## config.mk

```make
export PLATFORM = sky130hd
export DESIGN_NAME = fetch_sequencer
export DESIGN_NICKNAME = d
export VERILOG_FILES = /design/src/rtl/fetch_pkg.sv /design/src/rtl/fetch_fifo2.sv /design/src/rtl/fetch_sequencer.sv
export SDC_FILE = /design/constraint.sdc
export NUM_CORES = 1
export LEC_CHECK = 0
export BUFFER_PORTS_ARGS = -buffer_cell sky130_fd_sc_hd__buf_2
export CORE_ASPECT_RATIO = 0.6
export CORE_MARGIN = 5
export CORE_UTILIZATION = 50
export CTS_BUF_LIST = sky130_fd_sc_hd__clkbuf_16
export CTS_CLUSTER_SIZE = 14
export DETAILED_ROUTE_END_ITERATION = 8
export PLACE_DENSITY = 0.8
export SLEW_MARGIN = 20
export SYNTH_ARGS = -nofsm -noshare
export SYNTH_HDL_FRONTEND = slang
export SYNTH_SLANG_ARGS = --single-unit
```

## constraint.sdc

```tcl
create_clock -name clk -period 13.03 [get_ports clk]
set_clock_uncertainty 0.05 [all_clocks]
set_input_delay 2.606 -clock clk [delete_from_list [all_inputs] [get_ports clk]]
set_output_delay 2.606 -clock clk [all_outputs]
set_load 0.005 [all_outputs]
```

## src/rtl/fetch_pkg.sv

```systemverilog
`default_nettype none
// +----------------------------------------------------------------------+
// | fetch_pkg                                                            |
// | Shared types and constants for the instruction fetch sequencer.      |
// | Revision: 1.0                                                        |
// +----------------------------------------------------------------------+
package fetch_pkg;

  // Encoding is visible on the state output port, so values are fixed.
  typedef enum logic [1:0] {
    IDLE  = 2'd0,
    RUN   = 2'd1,
    DRAIN = 2'd2
  } state_t;

  localparam int          FIFO_DEPTH       = 2;
  localparam logic [31:0] DEFAULT_PC_STEP  = 32'd4;
  localparam logic [31:0] DEFAULT_PC_LIMIT = 32'd65532;

  // One buffered fetch: the address and the word read from it.
  typedef struct packed {
    logic [31:0] pc;
    logic [31:0] data;
  } fetch_entry_t;

endpackage
`default_nettype wire

```

## src/rtl/fetch_fifo2.sv

```systemverilog
`default_nettype none
// +----------------------------------------------------------------------+
// | fetch_fifo2                                                          |
// | Two-entry synchronous FIFO of {pc, data} with flush and count.       |
// | Revision: 1.0                                                        |
// +----------------------------------------------------------------------+
module fetch_fifo2
  import fetch_pkg::*;
(
  input  logic         clk,
  input  logic         rst,
  input  logic         push,
  input  logic         pop,
  input  logic         flush,
  input  fetch_entry_t wr_entry,
  output fetch_entry_t rd_entry,
  output logic [1:0]   count
);

  fetch_entry_t store [FIFO_DEPTH];
  logic         wr_ptr;
  logic         rd_ptr;
  logic         do_push;
  logic         do_pop;

  // Flush overrides everything; a push into a full FIFO is allowed only
  // when a pop frees the head slot in the same cycle.
  assign do_pop  = pop && !flush && (count != 2'd0);
  assign do_push = push && !flush && ((count < 2'(FIFO_DEPTH)) || do_pop);

  assign rd_entry = store[rd_ptr];

  // Pointer and occupancy tracking.
  always_ff @(posedge clk or posedge rst) begin
    if (rst) begin
      wr_ptr <= 1'b0;
      rd_ptr <= 1'b0;
      count  <= 2'd0;
    end else if (flush) begin
      wr_ptr <= 1'b0;
      rd_ptr <= 1'b0;
      count  <= 2'd0;
    end else begin
      if (do_push) wr_ptr <= ~wr_ptr;
      if (do_pop)  rd_ptr <= ~rd_ptr;
      unique case ({do_push, do_pop})
        2'b10:   count <= count + 2'd1;
        2'b01:   count <= count - 2'd1;
        default: count <= count;
      endcase
    end
  end

  // Data storage is not reset: contents are ignored while count is zero.
  always_ff @(posedge clk) begin
    if (do_push) store[wr_ptr] <= wr_entry;
  end

endmodule
`default_nettype wire

```

## src/rtl/fetch_sequencer.sv

```systemverilog
`default_nettype none
// +----------------------------------------------------------------------+
// | fetch_sequencer                                                      |
// | Sequential instruction fetcher: pc register, IDLE/RUN/DRAIN control  |
// | and a two-entry output buffer with valid/ready handshake.            |
// | Revision: 1.0                                                        |
// +----------------------------------------------------------------------+
module fetch_sequencer
  import fetch_pkg::*;
#(
  parameter logic [31:0] RESET_PC = 32'd0,
  parameter logic [31:0] PC_STEP  = DEFAULT_PC_STEP,
  parameter logic [31:0] PC_LIMIT = DEFAULT_PC_LIMIT
) (
  input  logic        clk,
  input  logic        rst,
  input  logic        start,
  input  logic        halt,
  input  logic        redirect_valid,
  input  logic [31:0] redirect_pc,
  output logic [31:0] mem_address,
  input  logic [31:0] mem_data,
  output logic        instr_valid,
  input  logic        instr_ready,
  output logic [31:0] instr_data,
  output logic [31:0] instr_pc,
  output logic        busy,
  output logic [1:0]  state
);

  state_t       state_q;
  state_t       state_d;
  logic [31:0]  pc_q;
  logic [31:0]  pc_d;
  logic         push;
  logic         pop;
  logic         flush;
  logic [1:0]   count;
  fetch_entry_t wr_entry;
  fetch_entry_t rd_entry;

  assign mem_address = pc_q;
  assign wr_entry    = '{pc: pc_q, data: mem_data};
  assign instr_valid = (count != 2'd0);
  assign instr_pc    = rd_entry.pc;
  assign instr_data  = rd_entry.data;
  assign pop         = instr_valid && instr_ready;
  assign busy        = (state_q != IDLE);
  assign state       = state_q;

  fetch_fifo2 u_fifo (
    .clk      (clk),
    .rst      (rst),
    .push     (push),
    .pop      (pop),
    .flush    (flush),
    .wr_entry (wr_entry),
    .rd_entry (rd_entry),
    .count    (count)
  );

  // State and pc registers; reset takes effect without waiting for clk.
  always_ff @(posedge clk or posedge rst) begin
    if (rst) begin
      state_q <= IDLE;
      pc_q    <= RESET_PC;
    end else begin
      state_q <= state_d;
      pc_q    <= pc_d;
    end
  end

  // Next-state, next-pc and FIFO control; redirect outranks halt and push.
  always_comb begin
    state_d = state_q;
    pc_d    = pc_q;
    push    = 1'b0;
    flush   = 1'b0;
    unique case (state_q)
      IDLE: begin
        if (start) begin
          state_d = RUN;
          pc_d    = RESET_PC;
        end
      end
      RUN: begin
        if (redirect_valid) begin
          flush = 1'b1;
          pc_d  = {redirect_pc[31:2], 2'b00};
          if (halt) state_d = DRAIN;
        end else if (halt) begin
          state_d = DRAIN;
        end else if ((count < 2'(FIFO_DEPTH)) || pop) begin
          push = 1'b1;
          pc_d = (pc_q == PC_LIMIT) ? 32'd0 : (pc_q + PC_STEP);
        end
      end
      DRAIN: begin
        if (count == 2'd0) state_d = IDLE;
      end
      default: state_d = IDLE;
    endcase
  end

endmodule
`default_nettype wire

```

### Word-level counts from Yosys, hierarchy flattened

Memories as Yosys holds them, arrays and structs flattened.
Index checks and enable logic that the tools add are counted.

* equal/unequal tests: 10
* reduce and logical (&&, ||, !) cells: 18
* $lt $le $gt $ge: 1
* add/sub/neg operators: 3
* bitwise logic cells: 2
* muxes and demuxes: 24

Operators by type and width (count)
* $mux 32: 5
* $pmux 32 s2: 1
* $add 32x3->32 const B: 1
* $eq 32x16->1 const B: 1
* $mux 1: 12
* $reduce_bool 2->1: 5
* $mux 2: 4
* $ne 2x2->1 const B: 3
* $ne 3x3->1 const B: 2
* $pmux 2 s3: 1
* $logic_and 1x1->1: 5
* $eq 2x1->1 const B: 2
* $eq 2x2->1 const B: 2
* $logic_not 2->1: 2
* $pmux 2 s2: 1
* $reduce_and 4->1: 1
* $reduce_and 3->1: 1
* $reduce_bool 3->1: 1
* $add 2x1->2 const B: 1
* $logic_or 1x1->1: 2
* $lt 2x2->1 const B: 1
* $not 1->1: 2
* $sub 2x1->2 const B: 1
* $logic_not 1->1: 1

* output and inout bits: 100
* memories kept: 1
* register bits after elaboration: 38
* memory bits (writable): 128
* input bits: 70
* logic and storage cells: 64

Memory list
* u_fifo.store: depth 2, width 64, read ports 1, clocked after Yosys merged registers in 0, write ports 1, RTL line fetch_fifo2.sv:20 `fetch_entry_t store [FIFO_DEPTH];`

### Depth between registers and ports, before layout

* word-level depth: 12
* depth in mapped cells: 8
* mapped depth without buffers: 6

### Modules after synthesis

Synthesis repeated with hierarchy kept, for this count alone.

* cells, all modules: 481
* area, all modules: 7085.5 um2

Modules (own cells, without submodules)
* fetch_fifo2: area each 4868.4 um2, cells each 226, sequential area each 3943.8 um2, instances 1
* fetch_sequencer: area each 2217.1 um2, cells each 255, sequential area each 800.8 um2, instances 1

### Worst setup path before layout

OpenSTA, ideal clock, no wires.

* kind: input-to-reg
* start: input halt
* end: memory u_fifo.store[0][0] (netlist bit), enable pin
* path buffers: 1
* required time: 12.495 ns
* library setup time: 0.485 ns
* stages on the path: 4
* path slack: 6.388 ns
* arrival time: 6.107 ns
* path through: or3b_4 -> or3_1 -> buf_6 -> nor2_1

* longest elaborated chain between the ends: 7

Ends and longest elaborated chain
* from (decl): RTL line fetch_sequencer.sv:18 `input logic halt,`
* $mux 1: RTL line fetch_sequencer.sv:91 `end else if (halt) begin`
* $mux 1: RTL line fetch_sequencer.sv:87 `if (redirect_valid) begin`
* $mux 1: RTL line fetch_sequencer.sv:79 `unique case (state_q)`
* $logic_and 1x1->1 (2 in a row): RTL line fetch_fifo2.sv:29 `assign do_push = push && !flush && ((count < 2'(FIFO_DEPTH)) || do_pop);`
* $mux 1: RTL line fetch_fifo2.sv:56 `if (do_push) store[wr_ptr] <= wr_entry;`
* $mux 1 (not written as such): RTL line fetch_fifo2.sv:56
* to (decl): RTL line fetch_fifo2.sv:20

No other way between the ends.

### Worst setup path in the final report

* start: input halt
* end: memory u_fifo.store[0][9] (netlist bit), enable pin

The elaborated chain is that of the path after synthesis.

==> flow_metrics.tcl <==
set metrics [dict create \
    critPathSlowestCell "nor2_4" \
    setup_viol 0 \
    initial_utilization_pct 50.3 \
    synth_edf_count 124 \
    finalCritPeriodShare_pct 39.1 \
    timing_hold_violations_final 0 \
    slew_headroom_pct 27.2 \
    cts_resized 0 \
    coreArea_sq_mm 0.0135 \
    synth-main-ff-cell "edfxtp_1" \
    max_stage_delay_ns 0.77 \
    yosysTopAreaCellShare_pct 54.8 \
    async_reset_ff_share_pct 22.5 \
    worstSetupPathType "in2reg" \
    post_drt_wl_per_cell_um 19.3 \
    die_w_um 161 \
    htree_levels 4 \
    avgSynthCellArea_sq_um 14.7 \
    seq_area_frac_synth_pct 68.0 \
    cts_setup_buffers 0 \
    met2_usage_pct 30.8 \
    setup_ws_ns 7.93 \
    cp-start-kind "input pin" \
    slew_violations 0 \
    cellLeakagePower_nw 3.29 \
    grtUsageTotal_pct 19.9 \
    cts_max_path_buffers 2 \
    ys_seq_elements 160 \
    status "complete, no violations" \
    yosys-top-cells-area "edfxtp_1, dfrtp_1, mux2_2" \
    drt_iter0_markers 327 \
    areaGrowthSynthToFinish_pct 22.6 \
    seq_area_sq_mm 0.00463 \
    synth.most_common_cell "edfxtp_1" \
    die_h_um 100 \
    met3_usage_pct 5.13 \
    pre_cts_slack_ns 7.43 \
    grt_pass1_wl_um 25000 \
    viasPerCell 5.66 \
    netlist_instances 463 \
    critPathMaxFanout 34 \
    hp-class "reg2reg" \
    cts_buffers 17 \
    place_hpwl_um 10500 \
    grt_max_degree 63 \
    gp_congestion 0.821 \
    drt_first_pass_iters 6 \
    setup-tns-final_ns 0 \
    worst_ep_arrival_time_ns 5.10 \
    worstPathRequired_ns 13.04 \
    clock-sinks 160 \
    busiest_layer "met2" \
    io_pins 170 \
    nets 699 \
    antenna_found_initial 0 \
    crit_chain "buf_2 > or3b_4 > or3_1 > nor2_4 > buf_4" \
    clk_pin_slew_ns 0.07 \
    rsz0062_at_grt "false" \
    maxCapViolCount 0 \
    drt-total-wl_um 15700 \
    ant_nets 0 \
    cts_root_buffer "clkbuf_16" \
    insertedDiodeCount 0 \
    fillerInstances 1037 \
    met1_usage_pct 27.9 \
    multi_input_area_sq_mm 0.00205 \
    yosysTopAreaCell "edfxtp_1" \
    mappedNetlistArea_sq_mm 0.00680 \
    p_per_area_mw_per_mm2 176 \
    synth.distinct_cells 55 \
    first_global_vias 4739 \
    vias 4606 \
    fin_crit_ns 5.10 \
    core.rowCount 33 \
    die_area_sq_mm 0.0161 \
    cts_hold_buf 0 \
    yosys_warnings 0 \
    drc_errors 0 \
    fmax_ghz 0.196 \
    drive_gt1_share_pct 42.7 \
    ys_top_cells_by_count "edfxtp_1, mux2_2, dfrtp_1, a22oi_1, nand2_1" \
    ir_drop_mv 0.0836 \
    port_buffers 163 \
    worst_skew_pair.late_latency_ns 0.42 \
    end_kind "flop" \
    grt_overflow 0 \
    cts_tree "done" \
    worstMarginPinSlew_ns 1.09 \
]
-- state kept, by name, indices dropped and copies added (netlist names) --
register,count
mem_address,30
state,2
u_fifo.count,2
u_fifo.rd_ptr,1
u_fifo.store,124
u_fifo.wr_ptr,1
-- power by group --
group	internal, W	total, W	switching, W
clock	0.000269	0.000482	0.000213
combinational	0.000147	0.000280	0.000133
sequential	0.000618	0.000703	0.0000856
-- critical path: cells and delay by family --
family	cells	cell delay [ns]
buf+inv	2	0.73
simple gates	3	1.74
-- worst paths after layout --
kind	from	endpoint	slack, ns	depth (start not counted)
worst min-delay path	state[1]	state[0]	0.51	1
max in group asynchronous	rst	u_fifo.rd_ptr	10.31	3
min in group asynchronous	rst	state[1]	2.25	3
worst max-delay path	halt	u_fifo.store[0][9]	7.93	5
worst max register to register	state[1]	u_fifo.store[0][9]	9.78	4
worst min register to register	state[1]	state[0]	0.51	1
-- through the flow --
step	hold WS, ns	util, %	instances	instance area [sq um]	total power, W
after floorplan	0.414	-	466	6810	0.000855
after global placement	0.468	57.5	783	7760	0.000984
after detailed placement	0.496	57.5	783	7760	0.000995
after CTS	0.508	61.7	814	8330	0.00148
after global routing	0.531	61.7	814	8340	0.00154
final	0.513	61.7	814	8340	0.00147
-- cell families (layout without fill, tap and decap cells) --
logic type	count (synthesis)	after routing	share of synthesized area, %
DFF	160	160	68.0
AOI/OAI and AO/OA	74	74	7.46
adders and majority gates	2	2	0.368
muxes	65	65	10.7
buffers and inverters	32	205	2.17
and+or+nand+nor	113	113	9.13
xor gates and xnor gates	16	16	2.06
other	1	4	0.0552
-- metal layers --
layer  vias up  part of all wire (%)  routed length [um]
li1       2111                     -                   -
met4         0                   1.2                 187
met2       191                    46                7260
met3        15                   7.0                1100
met1      2289                    46                7140
met5         -                     0                   0
-- area by class of cell --
cell class / count / area share, %
clock buffer: 17 / 5.10
sequential: 160 / 55.5
inverter: 7 / 0.315
multi-input combinational: 274 / 24.6
tap: 175 / 2.63
clock inverter: 14 / 1.76
timing repair buffer: 167 / 10.1
-- layout by cell type, fill, tap and decap left out, types with 5 or more instances in the layout --
master / synthesis / final
inv_6: 0 / 5
xor2_1: 13 / 13
and2_1: 9 / 7
inv_1: 7 / 7
a21oi_1: 5 / 5
buf_2: 2 / 163
a22oi_1: 29 / 29
clkbuf_16: 0 / 17
nor4_1: 5 / 5
nand4_1: 13 / 13
mux2_2: 62 / 62
dfrtp_1: 36 / 35
nor2_1: 17 / 16
nand3_1: 10 / 10
o21ai_0: 21 / 21
and3_1: 7 / 7
edfxtp_1: 124 / 124
nor3_1: 8 / 8
nand2_1: 22 / 22
(Power assumes the default switching activity.)
